**src/rtl/ped_pkg.sv**
```systemverilog
// Shared definitions for the pedestrian lamp interface: phase encoding,
// monitor fault codes and the four legal lamp patterns {green,yellow,red,ped_green,ped_red}.
package ped_pkg;

    typedef enum logic [2:0] {
        PH_SYNC    = 3'd0,
        PH_GREEN   = 3'd1,
        PH_YELLOW  = 3'd2,
        PH_CLEAR_A = 3'd3,
        PH_WALK    = 3'd4,
        PH_CLEAR_B = 3'd5
    } phase_t;

    localparam logic [2:0] FC_NONE    = 3'd0;
    localparam logic [2:0] FC_ILLEGAL = 3'd1;
    localparam logic [2:0] FC_SEQ     = 3'd2;
    localparam logic [2:0] FC_SHORT   = 3'd3;
    localparam logic [2:0] FC_TIMEOUT = 3'd4;

    localparam logic [4:0] P_GREEN  = 5'b10001;
    localparam logic [4:0] P_YELLOW = 5'b01001;
    localparam logic [4:0] P_ALLRED = 5'b00101;
    localparam logic [4:0] P_WALK   = 5'b00110;

    // All-red is ambiguous on its own; the phase it is entered from decides which clearance it is.
    function automatic phase_t phase_of_pattern(input logic [4:0] pat, input phase_t from);
        case (pat)
            P_GREEN:  return PH_GREEN;
            P_YELLOW: return PH_YELLOW;
            P_WALK:   return PH_WALK;
            P_ALLRED: return (from == PH_WALK) ? PH_CLEAR_B : PH_CLEAR_A;
            default:  return from;
        endcase
    endfunction

endpackage

```
**src/rtl/ped_dwell_timer.sv**
```systemverilog
// Prescaler plus saturating 8-bit dwell counter; the cycle with i_clr high counts as
// the first clock of the new phase, so a phase held N ticks reads N on its exit cycle.
module ped_dwell_timer #(
    parameter int TIMER_SCALE = 16000000
) (
    input  logic       i_clk,
    input  logic       i_rst_n,
    input  logic       i_clr,
    output logic [7:0] o_dwell
);

    localparam int PW = (TIMER_SCALE > 1) ? $clog2(TIMER_SCALE) : 1;
    localparam logic [PW-1:0] PRESC_LAST = PW'(TIMER_SCALE - 1);

    logic [PW-1:0] r_presc;
    logic [PW-1:0] w_presc_base;
    logic [7:0]    r_dwell;
    logic [7:0]    w_dwell_base;
    logic          w_tick;

    always_comb begin
        w_presc_base = i_clr ? '0 : r_presc;
        w_dwell_base = i_clr ? 8'd0 : r_dwell;
        w_tick       = (w_presc_base == PRESC_LAST);
    end

    always_ff @(posedge i_clk) begin
        if (!i_rst_n) begin
            r_presc <= '0;
            r_dwell <= 8'd0;
        end else begin
            r_presc <= w_tick ? '0 : w_presc_base + 1'b1;
            if (w_tick && (w_dwell_base != 8'hFF)) begin
                r_dwell <= w_dwell_base + 8'd1;
            end else begin
                r_dwell <= w_dwell_base;
            end
        end
    end

    assign o_dwell = r_dwell;

endmodule

```
**src/rtl/pedestrian_monitor.sv**
```systemverilog
// Safety monitor: rebuilds the controller phase from the lamp drives and latches the first
// pattern/sequence/dwell violation; fault visible 2 clocks after the offending lamp change.
module pedestrian_monitor
    import ped_pkg::*;
#(
    parameter int TIMER_SCALE = 16000000,
    parameter int MIN_GREEN   = 5,
    parameter int MIN_YELLOW  = 2,
    parameter int MIN_CLEAR   = 1,
    parameter int MIN_WALK    = 4,
    parameter int MAX_PHASE   = 60
) (
    input  logic       pin3_clk_16mhz,
    input  logic       pin9_rst_n,
    input  logic       green,
    input  logic       yellow,
    input  logic       red,
    input  logic       ped_green,
    input  logic       ped_red,
    output logic [2:0] phase,
    output logic       synced,
    output logic       fault,
    output logic [2:0] fault_code,
    output logic       pin10_fault_led
);

    logic [4:0] r_lamp_q;
    logic [4:0] r_lamp_prev;
    logic       r_lamp_vld;
    phase_t     r_phase;
    phase_t     w_phase_nxt;
    logic       r_fault;
    logic [2:0] r_fault_code;
    logic [2:0] w_code;
    logic [7:0] w_dwell;
    logic [7:0] w_min_dwell;
    logic [4:0] w_exp_pat;
    logic       w_legal;
    logic       w_chg;
    logic       w_tracked;
    logic       w_step;

    ped_dwell_timer #(
        .TIMER_SCALE(TIMER_SCALE)
    ) u_dwell (
        .i_clk   (pin3_clk_16mhz),
        .i_rst_n (pin9_rst_n),
        .i_clr   (w_chg),
        .o_dwell (w_dwell)
    );

    always_comb begin
        w_legal   = (r_lamp_q == P_GREEN) || (r_lamp_q == P_YELLOW) ||
                    (r_lamp_q == P_ALLRED) || (r_lamp_q == P_WALK);
        w_chg     = (r_lamp_q != r_lamp_prev);
        w_tracked = (r_phase != PH_SYNC);
        w_step    = r_lamp_vld && w_legal && w_chg && w_tracked;

        w_exp_pat   = P_GREEN;
        w_min_dwell = 8'd0;
        unique case (r_phase)
            PH_GREEN:   begin w_exp_pat = P_YELLOW; w_min_dwell = 8'(MIN_GREEN);  end
            PH_YELLOW:  begin w_exp_pat = P_ALLRED; w_min_dwell = 8'(MIN_YELLOW); end
            PH_CLEAR_A: begin w_exp_pat = P_WALK;   w_min_dwell = 8'(MIN_CLEAR);  end
            PH_WALK:    begin w_exp_pat = P_ALLRED; w_min_dwell = 8'(MIN_WALK);   end
            PH_CLEAR_B: begin w_exp_pat = P_GREEN;  w_min_dwell = 8'(MIN_CLEAR);  end
            default:    begin w_exp_pat = P_GREEN;  w_min_dwell = 8'd0;           end
        endcase

        w_phase_nxt = r_phase;
        if (r_lamp_vld && w_legal) begin
            if (!w_tracked) begin
                if (r_lamp_q == P_GREEN) begin
                    w_phase_nxt = PH_GREEN;
                end
            end else if (w_chg) begin
                w_phase_nxt = phase_of_pattern(r_lamp_q, r_phase);
            end
        end

        w_code = FC_NONE;
        if (r_lamp_vld && !w_legal) begin
            w_code = FC_ILLEGAL;
        end else if (w_step && (r_lamp_q != w_exp_pat)) begin
            w_code = FC_SEQ;
        end else if (w_step && (w_dwell < w_min_dwell)) begin
            w_code = FC_SHORT;
        end else if (w_tracked && (w_dwell >= 8'(MAX_PHASE))) begin
            w_code = FC_TIMEOUT;
        end
    end

    // r_lamp_vld keeps the cleared (all-dark) input register from reading as illegal after reset.
    always_ff @(posedge pin3_clk_16mhz) begin
        if (!pin9_rst_n) begin
            r_lamp_q     <= 5'd0;
            r_lamp_prev  <= 5'd0;
            r_lamp_vld   <= 1'b0;
            r_phase      <= PH_SYNC;
            r_fault      <= 1'b0;
            r_fault_code <= FC_NONE;
        end else begin
            r_lamp_q    <= {green, yellow, red, ped_green, ped_red};
            r_lamp_prev <= r_lamp_q;
            r_lamp_vld  <= 1'b1;
            r_phase     <= w_phase_nxt;
            if (!r_fault && (w_code != FC_NONE)) begin
                r_fault      <= 1'b1;
                r_fault_code <= w_code;
            end
        end
    end

    assign phase           = r_phase;
    assign synced          = (r_phase != PH_SYNC);
    assign fault           = r_fault;
    assign fault_code      = r_fault_code;
    assign pin10_fault_led = r_fault;

endmodule
```
**config.mk**
```make
export PLATFORM = sky130hd
export DESIGN_NAME = pedestrian_monitor
export DESIGN_NICKNAME = d
export VERILOG_FILES = /design/src/rtl/ped_pkg.sv /design/src/rtl/ped_dwell_timer.sv /design/src/rtl/pedestrian_monitor.sv
export SDC_FILE = /design/constraint.sdc
export NUM_CORES = 1
export LEC_CHECK = 0
export CAP_MARGIN = 25
export CORE_MARGIN = 1
export CORE_UTILIZATION = 53
export DETAILED_ROUTE_END_ITERATION = 7
export GPL_TIMING_DRIVEN = 0
export PLACE_DENSITY = 0.8
export SYNTH_ARGS = -nofsm -noshare
export SYNTH_HDL_FRONTEND = slang
export SYNTH_SLANG_ARGS = --single-unit
```
**constraint.sdc**
```tcl
create_clock -name pin3_clk_16mhz -period 2.4 [get_ports pin3_clk_16mhz]
set_input_delay 0.6 -clock pin3_clk_16mhz [delete_from_list [all_inputs] [get_ports pin3_clk_16mhz]]
set_output_delay 0.6 -clock pin3_clk_16mhz [all_outputs]
set_load 0.005 [all_outputs]
```
**After elaboration in Yosys (flattened, before gate mapping)**

Index checks and enable logic that the tools add are counted.

- Register bits after elaboration: 50
- Bits of input ports: 7
- Output and inout port bits: 9
- Logic and storage cells: 64

- $add $sub $neg: 2
- Order comparisons: 2
- Equal/unequal tests: 15
- Multiplexer cells: 15
- Bitwise gates (word level): 1
- Reduce and logical (&&, ||, !) cells: 21

Operators with widths:

| kind | count |
|---|---|
| adder 24 x 1 -> 24 bit (second input constant) | 1 |
| == test 24 bit (second input constant) | 1 |
| two-way mux 24 bit | 1 |
| two-way mux 3 bit | 8 |
| one-hot mux 3 bit (4 select lines) | 2 |
| two-way mux 8 bit | 2 |
| one-hot mux 5 bit (3 select lines) | 1 |
| == test 5 x 3 -> 1 bit (second input constant) | 2 |
| inequality test 5 bit | 2 |
| logical AND 1 bit | 9 |
| adder 8 x 1 -> 8 bit (second input constant) | 1 |
| greater-or-equal comparator 8 x 6 -> 1 bit (second input constant) | 1 |
| < comparator 8 bit | 1 |
| inequality test 8 bit (second input constant) | 1 |
| == test 3 x 2 -> 1 bit (second input constant) | 2 |
| == test 3 bit (second input constant) | 2 |
| nonzero test 3 bit | 2 |
| OR reduction 2 bit | 3 |
| == test 5 x 4 -> 1 bit (second input constant) | 1 |
| == test 5 bit (second input constant) | 1 |
| inequality test 5 bit (second input constant) | 1 |
| AND reduction 4 bit | 1 |
| == test 3 x 1 -> 1 bit (second input constant) | 1 |
| logical OR 1 bit | 3 |
| 5 further kinds | 6 |

**Longest topological paths before layout**

Gate-level depths: netlist of run 1.

- Depth in word-level cells: 13
- Mapped depth: 12
- Gate-level depth less buffers: 9

**By module**

From an unflattened synthesis of run 1, not the netlist that was laid out.

- Cells, all modules: 312
- Area total of the unflattened synthesis: 2791.4 sq um

Modules (own cells, without submodules):

| module | times used | cells each | area an instance (sq um) | sequential area each (sq um) |
|---|---|---|---|---|
| ped_dwell_timer | 1 | 187 | 1651.6 | 640.6 |
| pedestrian_monitor | 1 | 125 | 1139.8 | 360.3 |

**Worst setup path before layout of run 1**

No wires, ideal clock.

- Path kind: register to register
- Start: register r_phase[1] (netlist: phase[1])
- End: register r_fault_code[0] (netlist: fault_code[0])
- Setup time: 74 ps
- Arrival time: 2502 ps
- Required time: 2326 ps
- Setup slack: -177 ps
- Cell stages (with the launch flop): 11
- Path buffers: 1
- Clock period less this slack: 2577 ps
- Path through: dfxtp_1 clkbuf_1 nand2b_1 or2_2 ha_1 o21ai_0 a31oi_1 or2_2 o41a_1 a2111o_1 o21ai_0

- Word-level cells in the longest chain between the ends: 10
- Elaborated cells between the ends (all ways): 22
- Classes of those cells: order compare: 1; eq/ne: 6; mux: 6; reduce/logical: 9

Ends and longest elaborated chain:

| element | line | source |
|---|---|---|
| start: declaration | pedestrian_monitor.sv:30 | `phase_t r_phase;` |
| start signal: assignment | pedestrian_monitor.sv:106 | `r_phase <= w_phase_nxt;` |
| == test 3 x 2 -> 1 bit / == test 3 bit (equally long branches) | pedestrian_monitor.sv:61 | `unique case (r_phase)` |
| OR reduction 2 bit (no line) | -- |  |
| one-hot mux 3 bit (4 select lines) | pedestrian_monitor.sv:61 |  |
| < comparator 8 bit | pedestrian_monitor.sv:86 | `end else if (w_step && (w_dwell < w_min_dwell)) begin` |
| logical AND 1 bit | pedestrian_monitor.sv:86 |  |
| two-way mux 3 bit | pedestrian_monitor.sv:86 |  |
| two-way mux 3 bit * | pedestrian_monitor.sv:84 | `end else if (w_step && (r_lamp_q != w_exp_pat)) begin` |
| two-way mux 3 bit * | pedestrian_monitor.sv:82 | `if (r_lamp_vld && !w_legal) begin` |
| nonzero test 3 bit | pedestrian_monitor.sv:107 | `if (!r_fault && (w_code != FC_NONE)) begin` |
| logical AND 1 bit | pedestrian_monitor.sv:107 |  |
| end signal: assignment | pedestrian_monitor.sv:109 | `r_fault_code <= w_code;` |
| end: declaration | pedestrian_monitor.sv:33 | `logic [2:0] r_fault_code;` |

Mark *: on every way between the ends. The rest lies on a longest branch, timed or not.
A chain may end at the register's enable or synchronous reset.

**Worst setup path in the final report of run 1**

- Start: register r_lamp_q[3]
- End: register u_dwell.r_dwell[5] (netlist: u_dwell.o_dwell[5])

- Word-level cells in the longest chain between the ends: 5
- Elaborated cells between the ends (all ways): 8
- Classes of those cells: add/sub: 1; eq/ne: 3; mux: 3; reduce/logical: 1

Ends and longest elaborated chain:

| element | line | source |
|---|---|---|
| start: declaration | pedestrian_monitor.sv:27 | `logic [4:0] r_lamp_q;` |
| start signal: assignment | pedestrian_monitor.sv:103 | `r_lamp_q <= {green, yellow, red, ped_green, ped_red};` |
| inequality test 5 bit * | pedestrian_monitor.sv:55 | `w_chg = (r_lamp_q != r_lamp_prev);` |
| branches (longest 3 deep; another with adder 8 x 1 -> 8 bit) | -- |  |
| two-way mux 8 bit * | ped_dwell_timer.sv:33 | `if (w_tick && (w_dwell_base != 8'hFF)) begin` |
| end signal: assignment | ped_dwell_timer.sv:34 | `r_dwell <= w_dwell_base + 8'd1;` |
| end signal: assignment | ped_dwell_timer.sv:36 | `r_dwell <= w_dwell_base;` |
| end: declaration | ped_dwell_timer.sv:17 | `logic [7:0] r_dwell;` |

Every way passes the cells marked *.

==> summary by stage, run 1 <==
Run status
The flow ran to the end, but the final reports show violations. The final reports fail on negative setup slack.

Global route
The largest net degree at the start of global routing is 16. In the global route stage, overall resource usage came out at 22.5%. The total overflow left after global routing is 0. The first global-routing pass estimated 9300 µm of wire.

The number of global-route vias before repair came to 2,008. The number of antenna violations at the first check in global routing was 0.

Floorplanning
The width of the die is 72.1 µm. The number of top-level pins is 16. The floorplan row count is 25. For this configuration, the core starts out at a cell density of 55.2%. The floorplan step defined a die boundary enclosing 5200 µm². The die span in y is 72.1 µm. The core region is 4720 µm².

Final layout
The number of filler instances in the final layout is 377. At the end of the flow, the number of nets in the layout was 354. The number of antenna diodes is 0. The fraction of final layout cells sized beyond drive strength 1 is 18.9%. The share of the core filled with cells is 67.2%. The layout overhead on the synthesized area is 21.8%.

Critical path
The data required time of the worst path is 2.64 ns. At the worst endpoint, the arrival time is 2.67 ns. On the critical path, the stage with the largest delay is an instance of or4b_4. STA classifies the critical path startpoint as a flip-flop. In this design, the critical path's most frequently occurring cell is and3_4. Of all nets on the critical path, the largest fanout is 7.

For the worst flop-to-flop path, the logic depth is 10. The internal reg-to-reg setup slack is -0.03 ns. The endpoint of the worst-slack reg-to-reg timing path is u_dwell.o_dwell[5]. The worst setup path is of the flip-flop to flip-flop kind.

The path length in cells of the critical path is 10. STA classifies the critical path endpoint as a flip-flop. Walking the worst path, the cells encountered are xor2_1, nor3_2, buf_4, and3_4, ha_4, and3_4, nand3_4, or4b_4, or3_4, a21oi_2.

The capturing instance or port of the critical path is u_dwell.o_dwell[5]. The reg-to-reg critical path startpoint is r_lamp_q[3]. The maximum cell stage delay along the critical path is 0.50 ns.

The category of cells accounting for the largest share of critical-path delay is simple AND/OR/NAND/NOR gates. The launching element of the worst setup path is r_lamp_q[3]. The combined buffer and inverter count along the critical path is 1.

Routing
Dividing the detail-routed via count by the number of cells gives 5.62. The count of nets left with antenna violations once routing finished came out at 0. For this block, the routed nets add up to 5700 µm of wire. Summing over every cut layer, the via total after detailed routing is 2,308. Dividing the detail-routed wire length by the instance count gives 13.9 µm.

The total DRC errors in the routed layout is 0. The number of detailed-routing iterations run before antenna repair is 5. The initial DRC count is 158.

Synthesis
After synthesis the netlist holds a flip-flop and latch count of 50. Multiplexer cells account for 0.384% of the synthesized area. Among all flip-flop cells after synthesis, the most frequent one is dfxtp_1.

The library cell with the highest instance count after synthesis is dfxtp_1. By area, the combinational part of the netlist is dominated by simple AND/OR/NAND/NOR gates. Of the total synthesized cell area, the portion taken by AND, OR, NAND and NOR gates is 36.0%.

The synthesized design spends more area on one cell type than any other, namely dfxtp_1. Of the synthesized area, sequential elements account for 38.4%. The fraction of synthesis flops using an asynchronous set or reset pin is 0%. After synthesis, the cell types taking the most area are dfxtp_1 (38%), xor2_1 (6.0%), nor2_1 (5.5%), xnor2_1 (4.4%), nand3_1 (3.8%). In the synthesized netlist, the number of instances is 313.

The share of Yosys cell area claimed by the top area cell type is 38.4%. After synthesis the cells add up to 2610 µm². The number of nets in the synthesized netlist is 324. The area share of fa/ha/maj cells after synthesis is 1.92%.

The Yosys step of the flow raised 0 warnings. Of the total synthesized cell area, the portion taken by XOR and XNOR cells is 10.4%. The unique cell type count in the Yosys netlist is 52. The number of enable flip-flop cells after synthesis is 0. After synthesis, the most frequently instantiated cells are dfxtp_1 (50), nor2_1 (38), nand2_1 (25), nand3_1 (20), xor2_1 (18). The compound-cell area share of the yosys netlist is 9.21%. The mean cell area of the mapped netlist is 8.33 µm².

Timing
The max-slew violation count is 0. The actual slew at the worst max-slew pin is 0.510 ns. Setup violations remaining at the end of the flow were counted as 2. Between clock sinks in the finished design, the worst skew comes to 0.00864 ns.

The final period utilization is 101%. The worst-case setup margin in the final layout is -0.0253 ns. Setup repair after global routing could not meet its margin everywhere. The worst slew slack as a fraction of its limit is 66.0%.

Derived from the worst setup path, the maximum achievable clock frequency is 412 MHz. The worst hold slack after final layout is 0.480 ns. The post-layout minimum cycle time is 2.43 ns.

The hold violation total from the final report is 0.

Clock network
CTS built an H-tree with a depth of 2. The number of clock sinks is 50. The longest clock path from root to sink contains 2 buffers. TritonCTS built the clock tree. The TritonCTS buffer count is 5. The clock insertion delay at the later pin of the skew report is 0.30 ns.

The clock slew at the register clock pins of the worst setup and hold paths is 0.10 ns. The root buffer cell is clkbuf_8. Hold repair after CTS inserted 0 buffers.

Power
For this design the ratio of total power to cell area is 478 nW/µm². The peak supply drop is 457 µV. The leakage power summed over all cells is 0.00113 µW.

Place
Once detailed placement completed, the half-perimeter wirelength came to 3790 µm. The number of port buffers is 15. The final RePlAce weighted congestion is 0.786.

Min path
The worst hold path belongs to the class flip-flop to flip-flop.

Job
Max-cap violations in this run came to 0.
[area by class of cell]
type / count / area (µm²) / share of cell area, %
inverter: 5 / 18.8 / 0.591
tap: 67 / 83.8 / 2.64
timing repair buffer: 25 / 220 / 6.93
buffer: 13 / 80.1 / 2.52
clock inverter: 2 / 12.5 / 0.394
clock buffer: 6 / 82.6 / 2.60
multi-input combinational: 243 / 1660 / 52.4
sequential: 50 / 1010 / 32.0
[flip-flops by register name (all words and copies together), names as in the netlist]
signal	cells
fault	1
fault_code	3
phase	3
r_lamp_prev	5
r_lamp_q	5
r_lamp_vld	1
u_dwell.o_dwell	8
u_dwell.r_presc	24
[how the worst min path moves through the flow]
stage | start | to | slack, ns | cells after the start
final | fault_code[1] | fault_code[1] | 0.48 | 2
after global routing | fault_code[0] | fault_code[0] | 0.50 | 2
after CTS | fault_code[1] | fault_code[1] | 0.48 | 2
after detailed placement | fault_code[1] | fault_code[1] | 0.47 | 2
after global placement | fault_code[0] | fault_code[0] | 0.46 | 2
after floorplan | fault_code[0] | fault_code[0] | 0.45 | 2
[cell usage in the layout, fill, tap and decap left out, drive strengths merged, types with 2 or more instances in the layout]
cell type,n
or3,7
nand2b,7
and4,4
o31ai,2
nor3,8
inv,5
o21ai,9
and3,14
nor2,38
a31oi,3
nand4,7
nand2,25
nor2b,4
nor4b,3
xnor2,13
and2,16
clkbuf,13
dfxtp,50
or4bb,2
or2b,2
clkdlybuf4s50,15
nand3,21
or2,2
buf,16
a21oi,16
xor2,18
ha,4
[through the flow]
stage / TNS, ns / setup WS (ns) / total power (µW) / instances / instance area (µm²)
floorplan: -0.00270 / -0.00270 / 957 / 313 / 2660
finish: -0.0304 / -0.0253 / 1520 / 411 / 3180
detailed placement: -3.03 / -0.224 / 1000 / 395 / 2890
global placement: -2.88 / -0.222 / 998 / 395 / 2890
CTS: -0.113 / -0.0562 / 1520 / 408 / 3090
global route: -0.429 / -0.119 / 1570 / 411 / 3180
[power by group]
part	leakage [µW]	total, µW	switching (µW)	internal (µW)
Sequential	0.000409	857	15.4	841
Clock	0.0000472	520	288	232
Combinational	0.000678	140	77.2	63.3
[routing by layer]
layer	GRT usage, %	share of wire, %
met4	7.84	1.2
met1	29.5	45
met5	0	0
met2	36.8	49
met3	4.58	4.9
[kinds of logic after synthesis]
group	count (synthesis)
mux	1
buf+inv	20
fa+ha+maj	4
xor+xnor	31
flops	50
compound gates	39
simple gates	168
[worst reg2reg max path, delay by kind of cell, from the launching register on]
kind	cells	cell delay, ns
DFF	1	0.35
buffers and inverters	1	0.16
xor gates and xnor gates	1	0.20
adders and majority gates	1	0.16
AOI/OAI and AO/OA	1	0.12
and+or+nand+nor	6	1.38
[what timing repair did]
action / in CTS / in global routing
setup buffers: 5 / 4
resized for setup: 19 / 19
cloned: 1 / 0
setup endpoints to repair: 17 / 18
pin swaps: 7 / 10
endpoints found under the hold margin: 0 / 0
Note: power is estimated with default switching activity, not from simulation.
==> run 2, diff against run 1 <==
- REMOVE_ABC_BUFFERS: default -> 1
==> run 2 against run 1 <==
The flow now finishes without violations; clock power up 40%; worst setup slack gained 0.036 ns; non-clock buffer count down 6; first-iteration DRC count down 28%; flip-flop and latch count did not move; via count decreased by 1.8%; largest cell class unchanged.
==> summary by stage, run 2 (synthesis results as in run 1) <==
Run status
The run finished with clean final reports.

Global route
The number of antenna violations at the first check in global routing came to 0 (unchanged). The largest net degree at the start of global routing is 22 (+6). The number of global-route vias before repair was 2,029 (+1.0%). The remaining global-route overflow is 0 (unchanged). The global-route wire length before repair is 9060 µm (-2.6%). The total routing usage reported by global routing came to 22.3% (-0.15 points).

Critical path
The worst setup path is captured at a flip-flop. The worst setup path is of the flip-flop to flip-flop kind. Traced cell by cell, the critical path runs through xor2_2, nor3_4, and3_2, ha_2, and3_1, nand3_2, or4b_4, or3_1, a21oi_1. The worst setup path is launched from a flip-flop.

On the critical path, the stage with the largest delay is an instance of or4b_4. The path depth of the worst reg2reg path was 9 (-1). The critical path arrival is 2.63 ns (-0.04 ns). The maximum cell stage delay along the critical path is 0.50 ns (about the same). The data required time of the worst path came to 2.64 ns (about the same). The maximum fanout along the worst path was 6 (-1).

Timing
The setup-violating endpoint count in the final report came to 0 (-2). The highest clock rate is 418 MHz (+1.5%). The post-layout minimum cycle time came to 2.39 ns (-0.0356 ns). The maximum clock skew at final layout came to 0.00486 ns (-0.00377 ns). The actual slew at the worst max-slew pin was 0.599 ns (+0.0886 ns). The hold violation total from the final report came to 0 (unchanged). The worst hold slack after final layout came to 0.471 ns (-0.00878 ns). Setup repair after global routing could not meet its margin everywhere. The sum of negative setup slack is 0 ns (+0.0304 ns). The worst slew slack as a fraction of its limit is 60.0% (-6.0 points). The max-slew violation count is 0 (unchanged). The final period utilization is 99.6% (-1.5 points).

Power
The switching share of total power is 21.9% (-3.2 points). The part of the power in combinational logic is 8.3% (-1.0 points). The switching component of the power is 377 µW (-0.87%). The clock group share of total power is 42.2% (+7.9 points). The ratio of total power to cell area was 540 nW/µm² (+13%). The peak supply drop came to 381 µV (-17%). The fraction of power consumed by sequential logic is 49.6% (-6.9 points). The internal cell power is 1350 µW (+18%). The leakage power summed over all cells is 0.00115 µW (+1.7%).

Place
The estimated wirelength of the detail-placed design is 3480 µm (-8.4%). The final RePlAce weighted congestion came to 0.859 (+9.3%). The placed cell count came to 380 (-3.8%).

The number of port buffers was 15 (unchanged). The total placed instance area is 2760 µm² (-4.3%).

Clock network
The clock slew at the register clock pins of the worst setup and hold paths was 0.09 ns (about the same). The clock insertion delay at the later pin of the skew report came to 0.31 ns (about the same). The maximum level of the CTS H-tree is 2 (unchanged). The tree is rooted in a clkbuf_8.

The TritonCTS clock tree is built. The maximum clock insertion buffer count is 2 (unchanged). The number of hold buffers added after CTS is 0 (unchanged).

The number of clock sinks is 50 (unchanged). The TritonCTS buffer count is 5 (unchanged).

Min path
The class of the tightest hold or removal check is flip-flop to flip-flop. The depth of the worst hold-timing path is 2 (unchanged).

Routing
The number of detailed-routing iterations run before antenna repair is 4 (-1). The total DRC errors in the routed layout is 0 (unchanged). The antenna violation net count after detailed routing came to 0 (unchanged). The overall routed net length came to 5550 µm (-2.6%). The total number of vias is 2,267 (-1.8%). The detail-routed net length per standard cell is 13.7 µm (-1.2%). The detail-routed via count per cell is 5.60 (-0.32%).

The initial DRC count is 113 (-28%).

Floorplanning
The area of the core region was 4720 µm² (unchanged). The width of the die is 72.1 µm (unchanged). The effective utilization at floorplan is 55.2% (unchanged). The number of top-level pins is 16 (unchanged). The floorplan row count is 25 (unchanged).

The area of the die is 5200 µm² (unchanged). The die span in y came to 72.1 µm (unchanged).

Final layout
Leaving out fill and tap cells, the most frequent cells in the layout are dfxtp_1 (40), nor2_1 (37), nand2_1 (25). The storage element area came to 1030 µm² (+1.8%). The number of filler instances in the final layout is 367 (-2.7%). The number of antenna diodes is 0 (unchanged). u_dwell.r_presc holds more flip-flops than any other register.

The flip-flop count of the largest register, all copies and words added is 24 (unchanged). The commonest non-fill, non-tap cell in the layout is dfxtp_1. The cell area after layout is 3190 µm² (+0.47%).

The layout overhead on the synthesized area is 22.4%. The number of nets in the finished design is 348 (-1.7%). The fraction of final layout cells sized beyond drive strength 1 is 19.2% (+0.34 points). The share of the core filled with cells is 67.5% (+0.32 points). The area taken by multi-input logic gates is 1640 µm² (-1.6%). The filler-free cell count of the finished design is 405 (-1.5%).

Job
The total of max-cap violations is 0 (unchanged).
run 2: changes by cell type in the layout (fill, tap and decap cells not counted), moves of 3 or more:
| cell | before | now |
|---|---|---|
| and3_4 | 5 | 2 |
| buf_4 | 13 | 16 |
| clkbuf_1 | 6 | 0 |
| dfxtp_1 | 43 | 40 |
| dfxtp_2 | 5 | 2 |
| dfxtp_4 | 2 | 8 |
run 2: power groups by stage:
stage	sequential [µW]	clock, µW	combinational [µW]
2_1_floorplan	878	0	61.9
3_3_place_gp	883	0	98.6
3_5_place_dp	883	0	101
4_1_cts	852	737	137
5_1_grt	856	770	156
6_report	854	727	142
run 2: repair_timing:
item	4_1_cts	5_1_grt
resized for setup	35	9
endpoints found under the setup margin	32	7
pin swaps	9	5
buffers inserted	12	5
run 2: path summary, 6_finish.rpt:
path            startpoint                 end  slack (ns)
max            r_lamp_q[0]  u_dwell.o_dwell[5]        0.01
min          fault_code[0]       fault_code[0]        0.47
max reg2reg    r_lamp_q[0]  u_dwell.o_dwell[5]        0.01
min reg2reg  fault_code[0]       fault_code[0]        0.47
run 2: worst max-delay path: cells and delay by family, from the launching register on:
family | cells | cell delay [ns]
adders and majority gates | 1 | 0.21
and+or+nand+nor | 6 | 1.42
AOI/OAI and AO/OA | 1 | 0.13
DFF | 1 | 0.37
xor gates and xnor gates | 1 | 0.19
run 2: area by class of cell:
class                   count  area share (%)
inverters                   5           0.588
well taps                  67            2.63
clock buffers               6            2.59
clock inverters             2            1.88
repair buffers             32            8.63
multi-input cells         243            51.3
flip-flops and latches     50            32.4
run 2: per-layer routing:
layer	wire length (µm)	GRT usage (%)	share of wire [%]	up-vias
li1	-	-	-	1135
met5	0	0	0	-
met4	128	10.9	2.3	0
met3	173	4.72	3.1	12
met2	2540	34.1	46	53
met1	2710	30.1	49	1067
run 2: stage by stage:
step	setup WS (ns)	total power, µW
after floorplan	-0.138	940
after global placement	-0.721	981
after detailed placement	-0.825	984
after CTS	-0.00126	1730
after global routing	-0.127	1780
final	0.0102	1720
==> run 3, diff against run 2 <==
==> constraint.sdc (replaced) <==
create_clock -name pin3_clk_16mhz -period 2.4 [get_ports pin3_clk_16mhz]
set_input_delay 0.48 -clock pin3_clk_16mhz [delete_from_list [all_inputs] [get_ports pin3_clk_16mhz]]
set_output_delay 0.48 -clock pin3_clk_16mhz [all_outputs]
set_load 0.005 [all_outputs]
==> run 3 against run 2 <==
Register-to-register slack is essentially flat; count of clock-buffer cells in the layout unchanged; die area did not move; combinational power barely moved; cell count rose by 0.74%; worst setup slack is essentially flat; utilization up 0.58 points; clock power is essentially flat; design area increased by 0.86%; critical path depth did not move; critical endpoint unchanged.
==> summary by stage, run 3 (synthesis results as in run 1) <==
Run status
The run finished with clean final reports.

Clock network
The TritonCTS buffer count is 5 (unchanged). The maximum level of the CTS H-tree is 2 (unchanged). The cell sitting at the root of the clock tree is a clkbuf_8.

The maximum clock insertion buffer count is 2 (unchanged). The clock slew at the register clock pins of the worst setup and hold paths is 0.09 ns (about the same). The number of clock sinks was 50 (unchanged).

The clock insertion delay at the later pin of the skew report is 0.31 ns (about the same). TritonCTS built the clock tree.

Final layout
The storage element area is 1030 µm² (unchanged). The share of the core filled with cells is 68.1% (+0.58 points). In the layout the commonest cells are dfxtp_1 (40), nor2_1 (37), nand2_1 (25). The filler-free cell count of the finished design is 408 (+0.74%).

The commonest non-fill, non-tap cell in the layout is dfxtp_1. The area taken by multi-input logic gates is 1640 µm² (+0.15%). The flip-flop count of the largest register, all copies and words added is 24 (unchanged). The fraction of final layout cells sized beyond drive strength 1 is 20.2% (+1.0 points). The number of antenna diodes came to 0 (unchanged). The number of filler instances in the final layout is 364 (-0.82%). The number of nets in the finished design came to 351 (+0.86%).

The cell area after layout was 3220 µm² (+0.86%). From synthesis to final layout, the design area changed by 23.4%. Ranked by flip-flop count, first place goes to u_dwell.r_presc.

Place
The total placed instance area is 2760 µm² (unchanged). The placed cell count is 380 (unchanged). The estimated wirelength of the detail-placed design is 3480 µm (unchanged). The final RePlAce weighted congestion is 0.859 (unchanged). The minimum setup slack after placement is -0.825 ns (unchanged). The number of port buffers is 15 (unchanged).

Timing
The actual slew at the worst max-slew pin is 0.601 ns (+0.00247 ns). The max-slew violation count is 0 (unchanged). The setup-violating endpoint count in the final report is 0 (unchanged). The final period utilization was 99.6% (about the same). The worst slew slack as a fraction of its limit is 59.8% (-0.17 points). Setup repair after global routing could not meet its margin everywhere.

The hold violation total from the final report came to 0 (unchanged). The maximum clock skew at final layout is 0.00448 ns (-0.000385 ns). The post-layout minimum cycle time is 2.39 ns (+0.000101 ns). The highest clock rate was 418 MHz (about the same).

The worst-case setup margin in the final layout is 0.0101 ns (-0.000101 ns).

Routing
The detail-routed net length per standard cell is 13.5 µm (-1.3%). The number of detailed-routing iterations run before antenna repair is 5 (+1). The overall routed net length is 5520 µm (-0.52%).

The detail-routed via count per cell was 5.53 (-1.2%). The total number of vias came to 2,257 (-0.44%). The total DRC errors in the routed layout is 0 (unchanged). The initial DRC count is 99 (-12%). The antenna violation net count after detailed routing is 0 (unchanged).

Critical path
STA classifies the critical path startpoint as a flip-flop. By startpoint and endpoint, the worst setup path is classified as flip-flop to flip-flop. The path depth of the worst reg2reg path is 9 (unchanged). The maximum fanout along the worst path is 6 (unchanged). The maximum cell stage delay along the critical path was 0.50 ns (about the same). The standard cell with the maximum stage delay on the critical path is or4b_4. The critical path goes through xor2_2, nor3_4, and3_2, ha_2, and3_1, nand3_2, or4b_4, or3_1, a21oi_1.

STA classifies the critical path endpoint as a flip-flop. The data required time of the worst path is 2.64 ns (about the same). The critical path arrival is 2.63 ns (about the same).

Power
The peak supply drop is 384 µV (+0.88%). The ratio of total power to cell area is 534 nW/µm² (-1.1%). The leakage power summed over all cells is 0.00117 µW (+1.4%). The total power after layout is 1720 µW (-0.20%).

Min path
The class of the tightest hold or removal check is flip-flop to flip-flop. The depth of the worst hold-timing path is 2 (unchanged).

Job
The total of max-cap violations is 0 (unchanged).

Floorplanning
The width of the die is 72.1 µm (unchanged). The number of top-level pins is 16 (unchanged). The effective utilization at floorplan came to 55.2% (unchanged).

The area of the core region is 4720 µm² (unchanged). The floorplan row count is 25 (unchanged). The die span in y was 72.1 µm (unchanged).

The area of the die is 5200 µm² (unchanged).

Global route
The number of antenna violations at the first check in global routing was 0 (unchanged). The number of global-route vias before repair came to 2,037 (+0.39%). The global-route wire length before repair is 9090 µm (+0.31%). The largest net degree at the start of global routing came to 22 (unchanged). The remaining global-route overflow is 0 (unchanged). The total routing usage reported by global routing is 22.4% (+0.059 points).
## run 3: where the power goes
part	leakage (µW)	internal [µW]	switching, µW	total (µW)
clock network	0.0000714	444	279	724
registers	0.000412	837	16.8	854
logic	0.000686	64.8	77.4	142
total	0.00117	1350	373	1720
## run 3: timing repair
item,in CTS,in global routing
setup endpoints to repair,32,7
endpoints found under the hold margin,0,0
resized for setup,35,10
buffers inserted,13,7
hold buffers,0,0
pin swaps,9,6
## run 3: metrics by stage
step / hold WS (ns) / setup TNS, ns
floorplan: 0.452 / -1.28
global route: 0.503 / -0.343
global placement: 0.456 / -18.02
CTS: 0.481 / -0.00126
detailed placement: 0.458 / -20.67
finish: 0.471 / 0
## run 3: final cells by class
type                            count  area share [%]
Multi-Input combinational cell    243            50.9
Sequential cell                    50            32.1
Timing Repair Buffer               35            9.33
Tap cell                           67            2.60
Clock buffer                        6            2.57
Clock inverter                      2            1.87
Inverter                            5           0.583
## run 3: worst max-delay path, delay by kind of cell (launching register included)
kind                     cells  cell delay [ns]
AND/OR/NAND/NOR              6             1.41
flip-flops                   1             0.37
adder cells (fa/ha/maj)      1             0.21
XOR/XNOR                     1             0.19
AO/OA/AOI/OAI                1             0.13
## run 3: routing by layer
layer	global-route usage (%)	wire, µm	share of wire (%)	vias up
li1	-	-	-	1139
met1	30.1	2700	49	1052
met2	34.2	2510	45	53
met3	4.72	181	3.3	13
met4	10.9	126	2.3	0
met5	0	0	0	-
## run 3: worst paths after layout
check | slack [ns] | start | to
min | 0.47 | fault_code[0] | fault_code[0]
max reg2reg | 0.01 | r_lamp_q[0] | u_dwell.o_dwell[5]
max | 0.01 | r_lamp_q[0] | u_dwell.o_dwell[5]
min reg2reg | 0.47 | fault_code[0] | fault_code[0]
